[src/rtl/panel_ctrl_pkg.sv]
// Shared front-panel constants: debounce counter width and default debounce length.
package panel_ctrl_pkg;

    localparam int                   DB_CNT_W      = 16;
    localparam logic [DB_CNT_W-1:0]  DB_CYCLES_DEF = 16'd50000;

endpackage

[src/rtl/panel_ctrl_btn_debounce.sv]
// One push button: 2-flop synchronizer, optional debounce (PANEL_DEBOUNCE_EN), press pulse on rise.
module btn_debounce
    import panel_ctrl_pkg::*;
#(
    parameter logic [DB_CNT_W-1:0] DB_CYCLES = DB_CYCLES_DEF
) (
    input  logic i_clock,
    input  logic i_reset_n,
    input  logic i_btn,
    output logic o_press
);

    logic r_sync1;
    logic r_sync2;
    logic r_prev;
    logic w_stable;

    always_ff @(posedge i_clock or negedge i_reset_n) begin
        if (!i_reset_n) begin
            r_sync1 <= 1'b0;
            r_sync2 <= 1'b0;
        end else begin
            r_sync1 <= i_btn;
            r_sync2 <= r_sync1;
        end
    end

`ifdef PANEL_DEBOUNCE_EN
    logic [DB_CNT_W-1:0] r_cnt;
    logic                r_stable;

    // Any sample agreeing with the stable level restarts the count from zero.
    always_ff @(posedge i_clock or negedge i_reset_n) begin
        if (!i_reset_n) begin
            r_cnt    <= '0;
            r_stable <= 1'b0;
        end else if (r_sync2 == r_stable) begin
            r_cnt    <= '0;
        end else if (r_cnt == DB_CYCLES - DB_CNT_W'(1)) begin
            r_stable <= r_sync2;
            r_cnt    <= '0;
        end else begin
            r_cnt    <= r_cnt + DB_CNT_W'(1);
        end
    end

    assign w_stable = r_stable;
`else
    logic w_unused_db;

    assign w_unused_db = ^DB_CYCLES;
    assign w_stable    = r_sync2;
`endif

    always_ff @(posedge i_clock or negedge i_reset_n) begin
        if (!i_reset_n) begin
            r_prev <= 1'b0;
        end else begin
            r_prev <= w_stable;
        end
    end

    assign o_press = w_stable & ~r_prev;

endmodule

[src/rtl/panel_ctrl.sv]
// Front-panel run/step control; debounce per button is enabled by macro PANEL_DEBOUNCE_EN.
module panel_ctrl
    import panel_ctrl_pkg::*;
#(
    parameter logic [DB_CNT_W-1:0] DB_CYCLES = DB_CYCLES_DEF
) (
    input  logic clock,
    input  logic reset,
    input  logic btn_run,
    input  logic btn_step_phase,
    input  logic btn_step_inst,
    input  logic halt,
    input  logic running,
    output logic run,
    output logic step_phase,
    output logic step_inst
);

    logic w_press_run;
    logic w_press_phase;
    logic w_press_inst;
    logic w_run_next;
    logic w_step_ok;
    logic r_run;
    logic r_step_phase;
    logic r_step_inst;

    btn_debounce #(.DB_CYCLES(DB_CYCLES)) u_db_run (
        .i_clock   (clock),
        .i_reset_n (reset),
        .i_btn     (btn_run),
        .o_press   (w_press_run)
    );

    btn_debounce #(.DB_CYCLES(DB_CYCLES)) u_db_phase (
        .i_clock   (clock),
        .i_reset_n (reset),
        .i_btn     (btn_step_phase),
        .o_press   (w_press_phase)
    );

    btn_debounce #(.DB_CYCLES(DB_CYCLES)) u_db_inst (
        .i_clock   (clock),
        .i_reset_n (reset),
        .i_btn     (btn_step_inst),
        .o_press   (w_press_inst)
    );

    assign w_run_next = halt ? 1'b0 : (w_press_run ? ~r_run : r_run);
    // A step is also refused when run rises at the same edge, so no pulse ever overlaps run=1.
    assign w_step_ok  = ~r_run & ~running & ~w_run_next;

    always_ff @(posedge clock or negedge reset) begin
        if (!reset) begin
            r_run        <= 1'b0;
            r_step_phase <= 1'b0;
            r_step_inst  <= 1'b0;
        end else begin
            r_run        <= w_run_next;
            r_step_inst  <= w_press_inst & w_step_ok;
            r_step_phase <= w_press_phase & ~w_press_inst & w_step_ok;
        end
    end

    assign run        = r_run;
    assign step_phase = r_step_phase;
    assign step_inst  = r_step_inst;

endmodule

[config.mk]
export PLATFORM = sky130hd
export DESIGN_NAME = panel_ctrl
export DESIGN_NICKNAME = d
export VERILOG_FILES = /design/src/rtl/panel_ctrl_pkg.sv /design/src/rtl/panel_ctrl_btn_debounce.sv /design/src/rtl/panel_ctrl.sv
export SDC_FILE = /design/constraint.sdc
export NUM_CORES = 1
export LEC_CHECK = 0
export CORE_AREA = 5 5 42 44
export CTS_CLUSTER_SIZE = 30
export DETAILED_ROUTE_END_ITERATION = 8
export DIE_AREA = 0 0 47 49
export PLACE_DENSITY_LB_ADDON = 0.15
export SLEW_MARGIN = 20
export SYNTH_ARGS = -nofsm -noshare
export SYNTH_HDL_FRONTEND = slang
export SYNTH_SLANG_ARGS = --single-unit
[constraint.sdc]
create_clock -name clock -period 1.7 [get_ports clock]
set_input_delay 0.34 -clock clock [delete_from_list [all_inputs] [get_ports clock]]
set_output_delay 0.34 -clock clock [all_outputs]
set_load 0.05 [all_outputs]
==> results.cfg <==
[synth]
yosys.cell_types.count = 9
synth_cells = 20
yosysWarnings = 0
avgSynthCellArea_um2 = 18.5
yosysTopAreaCellShare_pct = 81.4
synth_area_leaders = dfrtp_1, nor4b_2, nor2b_4
synth_nets = 27
synth_seq_cells = 12
yosysSeqAreaShare_pct = 81.4
yosysTopAreaCell = dfrtp_1
synth_area_um2 = 369

[critical_path]
end_kind = output pin
startpoint_type = flip-flop
worstReg2RegEnd = step_phase
cp.required_ps = 1360
crit_fanout = 3
r2r_setup_slack_ps = 580
cp_slowest_stage_delay_ps = 400
worstReg2RegStart = u_db_run.r_sync2
crit_family = flip-flops
critPathKind = flip-flop to output pin
reg2reg_depth = 3
crit_chain = buf_4
crit_slowest_cell = dfrtp_1
critPathBufInv = 1
cp.arrival_ps = 870

[floorplan]
core_area_um2 = 1400
num_rows = 14
die_w_um = 47
dieArea_um2 = 2300
initial_utilization_pct = 26.3
ios = 10
die_h_um = 49

[sta]
slew-limit-headroom_pct = 64.9
tightest_slew_ps = 525
setup_viol = 0
period_needed_ps = 1210
rsz0062_at_grt = no
clock_skew_ps = 6.66
fin_crit_sh_pct = 71.1
finalHoldViolCount = 0
fin_ws_ps = 491
final_max_slew_viol_count = 0
max_freq_mhz = 827
tns_ps = 0

[routing]
drt_iter0_drc = 0
firstDrtPassIters = 1
routedWlPerCell_um = 10.7
drt_wl_total_um = 526
ant_nets = 0
drcViolationCount = 0
vias_per_cell = 3.80
vias = 186

[clock_tree]
tritoncts = yes
clkTransAtPathRegs_ps = 80
htree_levels = 1
cts_setup_buffers = 0
clkSinkCount = 12
postCtsHoldBufs = 0
cts_resized = 0
cts-root-buf = clkbuf_4
numCtsBuffers = 3
cts_buffer_depth = 2
insertion_delay_ps = 270

[outcome]
outcome = finished, final reports clean

[placed_design]
gp_congestion = 0.717
place_ws_ps = 248
io_buffers = 9
place_inst = 45
post_dp_cell_area_um2 = 472

[worst_hold_path]
hold_depth = 0
hold_path_end = u_db_inst.r_sync2
min-delay-start = u_db_inst.r_sync1
hold_path.class = flip-flop to flip-flop

[global_route]
grt_pass1_wl_um = 841
grt_pass1_vias = 211
grt_max_degree = 13
grt_remaining_overflow = 0
antenna_found_initial = 0
track_usage_pct = 5.42

[power_and_ir_drop]
p_per_area_nw_per_um2 = 1140
peakVddDrop_uv = 343
p_leak_nw = 0.237

[finish]
layout.nets = 41
fin_area_um2 = 508
layout-drive-gt1-share_pct = 30.3
antennaDiodeCount = 0
n_fill_cell = 144
final_cell_count_no_fill = 49
area_growth_pct = 37.6

[run]
cap_viol_max_count = 0
[area by class of cell]
| type | instances | area [um2] | share of cell area (%) |
|---|---|---|---|
| clock buffer | 4 | 36.3 | 7.14 |
| inverter | 1 | 3.75 | 0.739 |
| multi-input combinational | 7 | 65.1 | 12.8 |
| sequential | 12 | 300 | 59.1 |
| tap | 16 | 20.0 | 3.94 |
| timing repair buffer | 9 | 82.6 | 16.3 |
[logic make-up after synthesis]
logic type / after synthesis / synth area share (%)
flip-flops: 12 / 81.4
AO/OA/AOI/OAI: 1 / 2.37
AND/OR/NAND/NOR: 5 / 12.9
buffers and inverters: 1 / 1.02
XOR/XNOR: 1 / 2.37
[report_power, final]
part           internal, W   total, W  switching [W]
clock             0.000130   0.000222      0.0000919
sequential        0.000300   0.000306     0.00000664
combinational    0.0000255  0.0000530      0.0000275
[worst reg2reg max path: stages (launching register included)]
cell and delay (ps):
dfrtp_1 380, nor2b_4 130, a211o_1 310, nor4b_2 210
[cell usage after synthesis]
cell type / instances
dfrtp_1: 12
nor2_1: 1
a211o_1: 1
inv_1: 1
and2b_2: 1
nor2b_1: 1
xnor2_1: 1
nor2b_4: 1
nor4b_2: 1
[how the worst max path moves through the flow]
stage,endpoint,from,cells past startpoint,slack (ps)
floorplan,step_phase,run,2,500
global placement,step_phase,halt,4,280
detailed placement,step_phase,halt,4,250
CTS,run,run,1,480
global route,run,run,1,460
finish,run,run,1,490
[routing by layer]
metal	vias to the layer above	part of all wire (%)	global-route usage, %
met1	89	38	5.50
met5	-	0	0
li1	88	-	-
met3	0	16	2.95
met4	0	0	5.53
met2	9	45	7.24
[per-stage QoR]
step / utilization [%] / hold slack [ps] / power (W)
2_1_floorplan: - / 44.4 / 0.000337
3_3_place_gp: 33.7 / 334 / 0.000365
3_5_place_dp: 33.7 / 335 / 0.000366
4_1_cts: 36.3 / 353 / 0.000594
5_1_grt: 36.3 / 359 / 0.000609
6_report: 36.3 / 351 / 0.000581
[cell usage in the layout, fill, tap and decap left out]
cell type        Yosys  final
dfrtp_1             12     12
clkdlybuf4s50_1      0      6
clkbuf_4             0      3
buf_4                0      3
nor2b_4              1      1
xnor2_1              1      1
nor2_1               1      1
inv_1                1      1
a211o_1              1      1
nor2b_1              1      1
and2b_2              1      1
nor4b_2              1      1
clkbuf_8             0      1
Note: power is estimated with default switching activity, not from simulation.
